`src/rtl/gray_stream_decoder_pkg.sv`:
```
// Shared types and helpers for the Gray stream decoder and its users.
package gray_pkg;

  // Widest Gray value the helper functions accept.
  localparam int GRAY_MAX_W = 32;

  // Tracking FSM: no reference yet, following a clean stream, fault latched.
  typedef enum logic [1:0] {
    EMPTY = 2'd0,
    TRACK = 2'd1,
    FAULT = 2'd2
  } state_e;

  // Gray to binary over the low w bits: each binary bit is the XOR of all
  // Gray bits at or above it.
  function automatic logic [GRAY_MAX_W-1:0] gray2bin(
    input logic [GRAY_MAX_W-1:0] g,
    input int                    w
  );
    logic [GRAY_MAX_W-1:0] b;
    logic                  acc;
    b   = '0;
    acc = 1'b0;
    for (int i = GRAY_MAX_W - 1; i >= 0; i--) begin
      if (i < w) begin
        acc  = acc ^ g[i];
        b[i] = acc;
      end
    end
    return b;
  endfunction

  // Binary to Gray over the low w bits.
  function automatic logic [GRAY_MAX_W-1:0] bin2gray(
    input logic [GRAY_MAX_W-1:0] b,
    input int                    w
  );
    logic [GRAY_MAX_W-1:0] g;
    g = '0;
    for (int i = 0; i < GRAY_MAX_W; i++) begin
      if (i < w - 1) g[i] = b[i] ^ b[i+1];
      else if (i == w - 1) g[i] = b[i];
    end
    return g;
  endfunction

  // Number of set bits.
  function automatic int popcount(input logic [GRAY_MAX_W-1:0] v);
    int n;
    n = 0;
    for (int i = 0; i < GRAY_MAX_W; i++) n += int'(v[i]);
    return n;
  endfunction

endpackage

```
`src/rtl/gray_stream_decoder_gray_to_bin.sv`:
```
// Combinational Gray-to-binary leaf used at the decode stage.
module gray_to_bin #(
  parameter int DATA_WIDTH = 4
) (
  input  logic [DATA_WIDTH-1:0] i_gray,
  output logic [DATA_WIDTH-1:0] o_bin
);

  logic w_acc;

  // Running XOR from the MSB down produces each binary bit.
  always_comb begin
    o_bin = '0;
    w_acc = 1'b0;
    for (int i = DATA_WIDTH - 1; i >= 0; i--) begin
      w_acc    = w_acc ^ i_gray[i];
      o_bin[i] = w_acc;
    end
  end

endmodule

```
`src/rtl/gray_stream_decoder.sv`:
```
// Two-stage Gray stream decoder: stage 1 captures the sample, stage 2
// decodes it, reports the modulo step and checks the one-bit-change rule.
// Handshake: in_valid accepts gray_in every cycle it is high (no
// backpressure); out_valid is high for exactly one cycle per accepted
// sample, two cycles after acceptance, with no stall.
module gray_stream_decoder
  import gray_pkg::*;
#(
  parameter int DATA_WIDTH = 4,
  parameter int CNT_WIDTH  = 8
) (
  input  logic                  clk,
  input  logic                  reset,
  input  logic                  in_valid,
  input  logic [DATA_WIDTH-1:0] gray_in,
  input  logic                  err_clear,
  output logic                  out_valid,
  output logic [DATA_WIDTH-1:0] bin_out,
  output logic [DATA_WIDTH-1:0] step,
  output logic                  first,
  output logic                  seq_err,
  output logic                  err_sticky,
  output logic [CNT_WIDTH-1:0]  err_count,
  output state_e                dbg_state
);

  localparam int DIST_W = $clog2(DATA_WIDTH + 1);

  logic                  r_v1;
  logic [DATA_WIDTH-1:0] r_g1;
  logic [DATA_WIDTH-1:0] r_prev_gray;
  logic [DATA_WIDTH-1:0] r_prev_bin;
  logic                  r_out_valid;
  logic [DATA_WIDTH-1:0] r_bin_out;
  logic [DATA_WIDTH-1:0] r_step;
  logic                  r_first;
  logic                  r_seq_err;
  logic [CNT_WIDTH-1:0]  r_err_count;
  state_e                r_state;

  logic [DATA_WIDTH-1:0] w_bin;
  logic [DATA_WIDTH-1:0] w_step;
  logic [DIST_W-1:0]     w_dist;
  logic                  w_far;
  state_e                w_state_next;
  logic                  w_seq_err;
  logic                  w_first;

  gray_to_bin #(.DATA_WIDTH(DATA_WIDTH)) u_g2b (
    .i_gray (r_g1),
    .o_bin  (w_bin)
  );

  assign w_dist = DIST_W'(popcount(GRAY_MAX_W'(r_g1 ^ r_prev_gray)));
  assign w_far  = (w_dist > DIST_W'(1));
  assign w_step = w_bin - r_prev_bin;

  // Stage 1: capture the incoming sample; the valid bit tracks in_valid.
  always_ff @(posedge clk) begin
    if (reset) begin
      r_v1 <= 1'b0;
      r_g1 <= '0;
    end else begin
      r_v1 <= in_valid;
      if (in_valid) r_g1 <= gray_in;
    end
  end

  // FSM next state and per-sample flags; a fresh error beats err_clear.
  always_comb begin
    w_state_next = r_state;
    w_seq_err    = 1'b0;
    w_first      = 1'b0;
    case (r_state)
      EMPTY: begin
        if (r_v1) begin
          w_first      = 1'b1;
          w_state_next = TRACK;
        end
      end
      TRACK: begin
        if (r_v1 && w_far) begin
          w_seq_err    = 1'b1;
          w_state_next = FAULT;
        end
      end
      FAULT: begin
        if (r_v1 && w_far) w_seq_err = 1'b1;
        else if (err_clear) w_state_next = TRACK;
      end
      default: w_state_next = EMPTY;
    endcase
  end

  // FSM state register.
  always_ff @(posedge clk) begin
    if (reset) r_state <= EMPTY;
    else       r_state <= w_state_next;
  end

  // Stage 2: register outputs and update the reference sample.
  always_ff @(posedge clk) begin
    if (reset) begin
      r_out_valid <= 1'b0;
      r_bin_out   <= '0;
      r_step      <= '0;
      r_first     <= 1'b0;
      r_seq_err   <= 1'b0;
      r_prev_gray <= '0;
      r_prev_bin  <= '0;
    end else begin
      r_out_valid <= r_v1;
      r_seq_err   <= w_seq_err;
      if (r_v1) begin
        r_bin_out   <= w_bin;
        r_step      <= w_first ? '0 : w_step;
        r_first     <= w_first;
        r_prev_gray <= r_g1;
        r_prev_bin  <= w_bin;
      end
    end
  end

  // Saturating error counter; clear and a same-cycle error leave it at one.
  always_ff @(posedge clk) begin
    if (reset) begin
      r_err_count <= '0;
    end else if (err_clear) begin
      r_err_count <= w_seq_err ? CNT_WIDTH'(1) : '0;
    end else if (w_seq_err && (r_err_count != '1)) begin
      r_err_count <= r_err_count + CNT_WIDTH'(1);
    end
  end

  assign out_valid  = r_out_valid;
  assign bin_out    = r_bin_out;
  assign step       = r_step;
  assign first      = r_first;
  assign seq_err    = r_seq_err;
  assign err_sticky = (r_state == FAULT);
  assign err_count  = r_err_count;
  assign dbg_state  = r_state;

endmodule

```
`config.mk`:
```
export PLATFORM = sky130hd
export DESIGN_NAME = gray_stream_decoder
export DESIGN_NICKNAME = d
export VERILOG_FILES = /design/src/rtl/gray_stream_decoder_pkg.sv /design/src/rtl/gray_stream_decoder_gray_to_bin.sv /design/src/rtl/gray_stream_decoder.sv
export SDC_FILE = /design/constraint.sdc
export NUM_CORES = 1
export LEC_CHECK = 0
export ABC_AREA = 1
export CORE_ASPECT_RATIO = 1.2
export CORE_MARGIN = 2
export CORE_UTILIZATION = 44
export DETAILED_ROUTE_END_ITERATION = 8
export GPL_ROUTABILITY_DRIVEN = 1
export PLACE_DENSITY = 0.72
export SLEW_MARGIN = 20
export SYNTH_ARGS = -nofsm -noshare
export SYNTH_HDL_FRONTEND = slang
export SYNTH_HIERARCHICAL = 1
export SYNTH_SLANG_ARGS = --single-unit
```
`constraint.sdc`:
```
create_clock -name clk -period 3.75 [get_ports clk]
set_clock_uncertainty 0.2 [all_clocks]
set_input_delay 1.125 -clock clk [delete_from_list [all_inputs] [get_ports clk]]
set_output_delay 1.125 -clock clk [all_outputs]
set_load 0.1 [all_outputs]
```
==> flow_summary.yaml, run 1 <==
clock_network:
  cts_resized: 0
  holdBufCountCts: 0
  numCtsBuffers: 5
  clockBufferDepth: 2
  cts_post_setup_buffers_inserted: 0
  clk_latency_ns: 0.29
  path_clk_slew_ns: 0.07
  cts_tree: "yes"
  root_buffer: "clkbuf_8"
  numClockSinks: 30
  htreeDepth: 2
sta:
  worstMarginPinSlew_ns: 0.599
  min_period_ns: 2.64
  setup_viol: 0
  worst_slew_margin_rel_pct: 60.0
  finalCritPeriodShare_pct: 70.4
  finalHoldViolations: 0
  layout_setup_ws_ns: 1.11
  setup_tns_ns: 0
  rsz0062_at_grt: "no"
  maxSlewViolCount: 0
  max_freq_mhz: 379
yosys:
  syn-instance-count: 227
  ys_seq_area_share_pct: 36.3
  synth_area_um2: 1660
  synth_cell_types: 26
  ys_ff_latch: 30
  synth_flop_cell: "dfxtp_1"
  async_reset_ff_share_pct: 0
  synth_edf_count: 0
  yosys_warnings: 6
  syn-mean-instance-area_um2: 7.29
  synth_nets: 246
worst_setup_path:
  worstSetupPathType: "reg -> out"
  start_kind: "flip-flop"
  cp.required_ns: 2.42
  end_kind: "primary output"
  cp_max_fo: 6
  arrival_ns: 1.32
power_and_ir_drop:
  p_sw_share_pct: 44.2
  power_frac_seq_pct: 34.0
  p_switching_w: 0.000491
  power.leakage_nw: 0.898
  power_density_nw_per_um2: 553
  p_int_w: 0.000620
  vdd_drop_max_v: 0.000516
  power_frac_comb_pct: 41.3
  pwr-share-clk_pct: 24.6
drt:
  wire_per_inst_um: 11.0
  vias: 1463
  dr.pass1.iters: 4
  post-route-drc-count: 0
  drt_iter0_drc: 47
  vias_per_cell: 4.73
  ant_nets: 0
  routed_wl_um: 3410
die:
  initial_utilization_pct: 45.6
  die_h_um: 71.2
  io_pins: 30
  dieArea_um2: 4270
  die_x_um: 60.0
  rows: 24
  coreArea_um2: 3630
placement:
  numPlacedInstances: 301
  dp_slack_ns: 0.973
  port_buffers: 29
  hpwl_um: 2460
  gp_congestion: 0.779
finish:
  syn2layout_area_growth_pct: 21.3
  multi_input_area_um2: 892
  nets: 275
  regArea_um2: 601
  fin_cells: 309
  fillers: 358
  diodes: 0
  drive_gt1_share_pct: 19.1
global_route:
  gr-total-overflow: 0
  grt_pass1_wl_um: 6020
  grt_pass1_vias: 1406
  grt_max_degree: 17
  grt_util_all_layers_pct: 18.6
  grt_antenna_before_repair: 0
worst_hold_path:
  hold_path_class: "reg -> reg"
run_status:
  status: "finished clean"
job:
  cap_violations: 0
==> critical path: stages (launching register included) <==
cell	delay [ns]
dfxtp_1	0.43
inv_1	0.10
ha_1	0.25
buf_4	0.24
==> flip-flops by register name, summed over array words and instances, names as in the netlist <==
signal	count
out_valid	1
first	1
bin_out	4
r_prev_gray	4
r_g1	4
step	4
seq_err	1
r_v1	1
err_count	8
dbg_state	2
==> power groups by stage <==
stage          Clock [W]  Sequential [W]  Combinational (W)
3_3_place_gp           0        0.000384           0.000458
2_1_floorplan          0        0.000524           0.000239
6_report        0.000274        0.000378           0.000459
5_1_grt         0.000291        0.000385           0.000500
4_1_cts         0.000279        0.000378           0.000463
3_5_place_dp           0        0.000385           0.000462
==> path summary, 6_finish.rpt <==
kind | slack, ns | startpoint | cells after the start | to
worst max-delay path | 1.11 | dbg_state[0] | 3 | err_sticky
worst max register to register | 1.58 | r_g1[3] | 9 | err_count[3]
worst min register to register | 0.27 | first | 2 | first
worst min-delay path | 0.27 | first | 2 | first
==> layer usage <==
| layer | up-vias | part of all wire [%] | global-route usage [%] |
|---|---|---|---|
| met3 | 6 | 3.6 | 4.94 |
| met5 | - | 0 | 0 |
| met1 | 658 | 45 | 22.2 |
| li1 | 777 | - | - |
| met4 | 0 | 1.8 | 8.64 |
| met2 | 22 | 49 | 30.4 |
==> Yosys cell counts, types with 3 or more instances <==
cell      count  share of area (%)
a21oi_1      20                6.0
buf_4         3                1.4
clkbuf_1      3               0.68
dfxtp_1      30                 36
ha_1          9                6.8
inv_1        29                6.6
inv_2         4               0.91
nand2_1      39                8.8
nand2_2       4                1.5
nand3_1      13                3.9
nand3_2       4                2.4
nand4_1       4                1.5
nor2_1       27                6.1
nor2_2        4                1.5
o21ai_0      14                4.2
xnor2_1       5                2.6
==> logic make-up after synthesis <==
family                     share of synthesized area (%)
AOI/OAI and AO/OA                                   11.3
xor gates and xnor gates                            3.70
adders and majority gates                           9.22
buffers and inverters                               9.83
DFF                                                 36.3
and+or+nand+nor                                     29.6
==> cells in the final DEF, fill, tap and decap left out, types with 2 or more instances in the layout <==
master | synthesis | layout
a21oi_1 | 20 | 20
buf_4 | 3 | 22
clkbuf_8 | 0 | 6
clkdlybuf4s50_1 | 0 | 7
dfxtp_1 | 30 | 30
fa_1 | 2 | 2
ha_1 | 9 | 9
inv_1 | 29 | 29
inv_2 | 4 | 4
nand2_1 | 39 | 39
nand2_2 | 4 | 4
nand3_1 | 13 | 13
nand3_2 | 4 | 4
nand4_1 | 4 | 4
nor2_1 | 27 | 27
nor2_2 | 4 | 4
nor3_1 | 2 | 2
o21ai_0 | 14 | 14
o21ai_1 | 2 | 2
or2_2 | 2 | 2
xnor2_1 | 5 | 5
xor2_1 | 2 | 2
==> final cells by class <==
type	instances	area share (%)
multi-input cells	157	44.4
repair buffers	29	11.7
well taps	52	3.24
clock inverters	1	0.249
inverters	33	6.17
clock buffers	7	4.30
flip-flops and latches	30	29.9
==> stage by stage <==
step / power (W) / cell area, um2 / utilization [%] / hold slack [ns]
2_1_floorplan: 0.000762 / 1660 / - / 0.284
3_3_place_gp: 0.000842 / 1920 / 52.8 / 0.262
3_5_place_dp: 0.000847 / 1920 / 52.8 / 0.262
4_1_cts: 0.00112 / 2010 / 55.3 / 0.272
5_1_grt: 0.00118 / 2010 / 55.3 / 0.305
6_report: 0.00111 / 2010 / 55.3 / 0.269
(Power assumes the default switching activity.)
==> inputs of run 2 (changes only) <==
==> constraint.sdc (replaced) <==
create_clock -name clk -period 2.65 [get_ports clk]
set_clock_uncertainty 0.2 [all_clocks]
set_input_delay 0.795 -clock clk [delete_from_list [all_inputs] [get_ports clk]]
set_output_delay 0.795 -clock clk [all_outputs]
set_load 0.1 [all_outputs]
==> flow_summary.yaml, run 2 (same netlist as run 1, synthesis figures left out) <==
worst_setup_path:
  arrival_ns: 1.22
  slowest_delay_ns: 0.43
  r2r_end: "err_count[0]"
  r2r_start: "r_g1[3]"
  start_kind: "flip-flop"
  r2r_cells: 9
  cp_max_fo: 6
  cp.required_ns: 1.66
  worstSetupPathType: "reg -> out"
  crit_chain: "inv_1, ha_2, buf_12"
  rrSetupSlack_ns: 0.50
  cpMaxStageDelayCell: "dfxtp_1"
  end_kind: "primary output"
global_route:
  grt_pass1_vias: 1413
  gr-total-overflow: 0
  grt_max_degree: 16
  grt_antenna_before_repair: 0
  grt_pass1_wl_um: 5930
  grt_util_all_layers_pct: 18.1
power_and_ir_drop:
  power.leakage_nw: 0.910
  vdd_drop_max_v: 0.000448
  power_density_nw_per_um2: 781
drt:
  post-route-drc-count: 0
  drt_iter0_drc: 42
  vias: 1498
  ant_nets: 0
  dr.pass1.iters: 4
  wire_per_inst_um: 10.9
  routed_wl_um: 3380
  vias_per_cell: 4.82
clock_network:
  numCtsBuffers: 5
  cts_resized: 0
  clockBufferDepth: 2
  clk_latency_ns: 0.28
  root_buffer: "clkbuf_8"
  numClockSinks: 30
  holdBufCountCts: 0
  cts_post_setup_buffers_inserted: 0
  htreeDepth: 2
  cts_tree: "yes"
  path_clk_slew_ns: 0.07
sta:
  worst_slew_margin_rel_pct: 73.5
  setup_tns_ns: 0
  maxSlewViolCount: 0
  setup_viol: 0
  min_period_ns: 2.21
  holdWs_ns: 0.266
  finalCritPeriodShare_pct: 83.5
  max_freq_mhz: 452
  rsz0062_at_grt: "no"
  worstMarginPinSlew_ns: 0.397
  finalHoldViolations: 0
finish:
  syn2layout_area_growth_pct: 23.2
  fillers: 365
  mostFrequentLayoutCells: "39 x nand2_1, 29 x inv_1, 29 x dfxtp_1"
  diodes: 0
  nets: 277
  largest_reg_flops: 8
  drive_gt1_share_pct: 20.5
  mostFrequentLayoutCell: "nand2_1"
  stdcell_area_um2: 2040
placement:
  gp_congestion: 0.828
  hpwl_um: 2470
  place_area_um2: 1950
  port_buffers: 29
die:
  dieArea_um2: 4270
  coreArea_um2: 3630
  io_pins: 30
  rows: 24
  initial_utilization_pct: 45.6
  die_h_um: 71.2
  die_x_um: 60.0
job:
  cap_violations: 0
run_status:
  status: "finished clean"
worst_hold_path:
  min-delay-start: "step[1]"
  whs_path_depth: 2
  worst_hold_path.endpoint: "step[1]"
  hold_path_class: "reg -> reg"
run 2: cell count changes in the layout (fill, tap and decap cells not counted):
cell     before  now
buf_12        0    1
dfxtp_1      30   29
ha_2          0    1
dfxtp_2       0    1
buf_4        22   23
ha_1          9    8
run 2: report_power, final:
group / switching (W) / internal (W)
Sequential: 0.0000427 / 0.000491
Combinational: 0.000484 / 0.000198
Clock: 0.000167 / 0.000209
Total: 0.000694 / 0.000899
run 2: layer usage:
layer	routed length [um]	global-route usage (%)	up-vias
li1	-	-	781
met1	1550	21.8	686
met2	1650	29.5	23
met3	108	4.57	8
met4	69	8.40	0
met5	0	0	-
run 2: how the worst max path moves through the flow:
stage,slack (ns),start,endpoint,cells after the start
finish,0.44,dbg_state[0],err_sticky,3
global route,0.31,r_g1[3],step[2],10
CTS,0.43,dbg_state[0],err_sticky,3
detailed placement,0.36,err_clear,dbg_state[1],7
global placement,0.40,err_clear,dbg_state[0],7
floorplan,0.06,dbg_state[0],err_sticky,2
run 2: metrics by stage:
stage          cells  utilization [%]  worst slack, ns  power (W)
6_report         311             56.1            0.437    0.00159
3_5_place_dp     303             53.6            0.357    0.00123
2_1_floorplan    227                -           0.0630    0.00108
4_1_cts          311             56.1            0.429    0.00161
3_3_place_gp     303             53.6            0.402    0.00123
5_1_grt          311             56.1            0.310    0.00170
run 2: layout make-up:
class	count	area [um2]	share of cell area (%)
clock inverters	1	5.00	0.245
multi-input cells	157	895	43.9
clock buffers	7	86.3	4.23
repair buffers	31	263	12.9
well taps	52	65.1	3.19
flip-flops and latches	30	602	29.5
inverters	33	124	6.07
run 2: critical path, delay by kind of cell (launching register included):
kind       cells  cell delay [ns]
fa+ha+maj      1             0.24
buf+inv        2             0.27
flops          1             0.43
==> inputs of run 3 (changes only) <==
==> constraint.sdc (replaced) <==
create_clock -name clk -period 2.15 [get_ports clk]
set_clock_uncertainty 0.2 [all_clocks]
set_input_delay 0.645 -clock clk [delete_from_list [all_inputs] [get_ports clk]]
set_output_delay 0.645 -clock clk [all_outputs]
set_load 0.1 [all_outputs]
==> flow_summary.yaml, run 3 (same netlist as run 1, synthesis figures left out) <==
worst_setup_path:
  cp_max_fo: 6
  cpMaxStageDelayCell: "dfxtp_2"
  cp.required_ns: 1.30
  crit_chain: "inv_1, ha_2, buf_12"
  arrival_ns: 1.16
  slowest_delay_ns: 0.40
  crit_family: "flip-flops"
  start_kind: "flip-flop"
  end_kind: "primary output"
  cp_num_buf_inv: 2
  worstSetupPathType: "reg -> out"
finish:
  fin_cells: 315
  drive_gt1_share_pct: 24.7
  mostFrequentLayoutCell: "nand2_1"
  largest_reg_flops: 8
  diodes: 0
  mostFrequentLayoutCells: "39 x nand2_1, 29 x inv_1, 27 x nor2_1"
  nets: 281
  syn2layout_area_growth_pct: 43.2
clock_network:
  numCtsBuffers: 5
  root_buffer: "clkbuf_8"
  holdBufCountCts: 0
  cts_tree: "yes"
  clockBufferDepth: 2
  path_clk_slew_ns: 0.07
  htreeDepth: 2
  cts_post_setup_buffers_inserted: 0
  clk_latency_ns: 0.28
  numClockSinks: 30
global_route:
  grt_pass1_vias: 1478
  gr-usage-met1_pct: 24.3
  use_met3_pct: 4.39
  grt_max_degree: 15
  grt_pass1_wl_um: 6260
  use_met2_pct: 30.9
  grt_antenna_before_repair: 0
  grt_util_all_layers_pct: 19.2
  gr-total-overflow: 0
  grt.busiest_layer: "met2"
placement:
  gp_congestion: 0.839
  numPlacedInstances: 307
  hpwl_um: 2710
  port_buffers: 29
worst_hold_path:
  hold_path_class: "reg -> reg"
sta:
  worstMarginPinSlew_ns: 0.372
  finalCritPeriodShare_pct: 93.5
  maxSlewViolCount: 0
  finalHoldViolations: 0
  setup_viol: 0
  max_freq_mhz: 498
  min_period_ns: 2.01
  worst_slew_margin_rel_pct: 75.2
  rsz0062_at_grt: "no"
  setup_tns_ns: 0
die:
  die_h_um: 71.2
  initial_utilization_pct: 45.6
  rows: 24
  dieArea_um2: 4270
  coreArea_um2: 3630
  io_pins: 30
  die_x_um: 60.0
drt:
  dr.pass1.iters: 4
  drt_iter0_drc: 43
  vias_per_cell: 4.82
  routed_wl_um: 3470
  vias: 1519
  wire_per_inst_um: 11.0
  post-route-drc-count: 0
  ant_nets: 0
power_and_ir_drop:
  power_frac_seq_pct: 31.3
  power.leakage_nw: 1.01
  power_frac_comb_pct: 42.9
  power_density_nw_per_um2: 915
  vdd_drop_max_v: 0.00105
  p_int_w: 0.00129
  pwr-share-clk_pct: 25.8
  p_switching_w: 0.000880
  p_sw_share_pct: 40.6
job:
  cap_violations: 0
run_status:
  status: "finished clean"
-- run 3: cell types whose count changed in the layout (fill, tap and decap cells not counted), moves of 6 or more --
cell	change
buf_12	+21
buf_4	-17
dfxtp_1	-6
dfxtp_2	+6
-- run 3: layout make-up --
class	count	area, um2
clock inverters	3	40.0
well taps	52	65.1
multi-input cells	157	907
clock buffers	5	68.8
inverters	33	124
fillers	301	1260
repair buffers	35	556
flip-flops and latches	30	609
-- run 3: timing repair --
item | 4_1_cts | 5_1_grt
hold endpoints to repair | 0 | 0
setup endpoints to repair | 0 | 13
gates resized for setup | 0 | 4
-- run 3: worst paths after layout --
| path | end | cells after the start | from | slack, ns |
|---|---|---|---|---|
| hold / removal | step[1] | 2 | step[1] | 0.31 |
| hold reg to reg | step[1] | 2 | step[1] | 0.31 |
| setup / recovery | err_sticky | 3 | dbg_state[0] | 0.14 |
| setup reg to reg | err_count[5] | 9 | r_g1[3] | 0.14 |
-- run 3: power groups by stage --
stage	Sequential [W]	Clock (W)	Combinational (W)
6_report	0.000679	0.000559	0.000930
5_1_grt	0.000687	0.000591	0.00102
4_1_cts	0.000679	0.000570	0.000936
3_5_place_dp	0.000691	0	0.000933
3_3_place_gp	0.000689	0	0.000925
2_1_floorplan	0.000920	0	0.000419
-- run 3: metrics by stage --
stage / hold WS [ns] / setup WS [ns] / area [um2] / util [%] / total power (W)
after floorplan: 0.284 / -0.0359 / 1660 / - / 0.00134
after global placement: 0.293 / 0.0947 / 2250 / 61.8 / 0.00161
after global routing: 0.325 / 0.00346 / 2370 / 65.2 / 0.00229
final: 0.305 / 0.140 / 2370 / 65.2 / 0.00217
after detailed placement: 0.296 / 0.0440 / 2250 / 61.8 / 0.00162
after CTS: 0.307 / 0.0295 / 2350 / 64.8 / 0.00219
-- run 3: tightest hold or removal path: cells and delay by family, from the launching register on --
kind            cells  cell delay (ns)
simple gates        1             0.07
flops               1             0.34
compound gates      1             0.06
-- run 3: layer usage --
layer | vias up | wire length [um]
li1 | 789 | -
met5 | - | 0
met4 | 0 | 61
met1 | 700 | 1500
met3 | 6 | 119
met2 | 24 | 1790
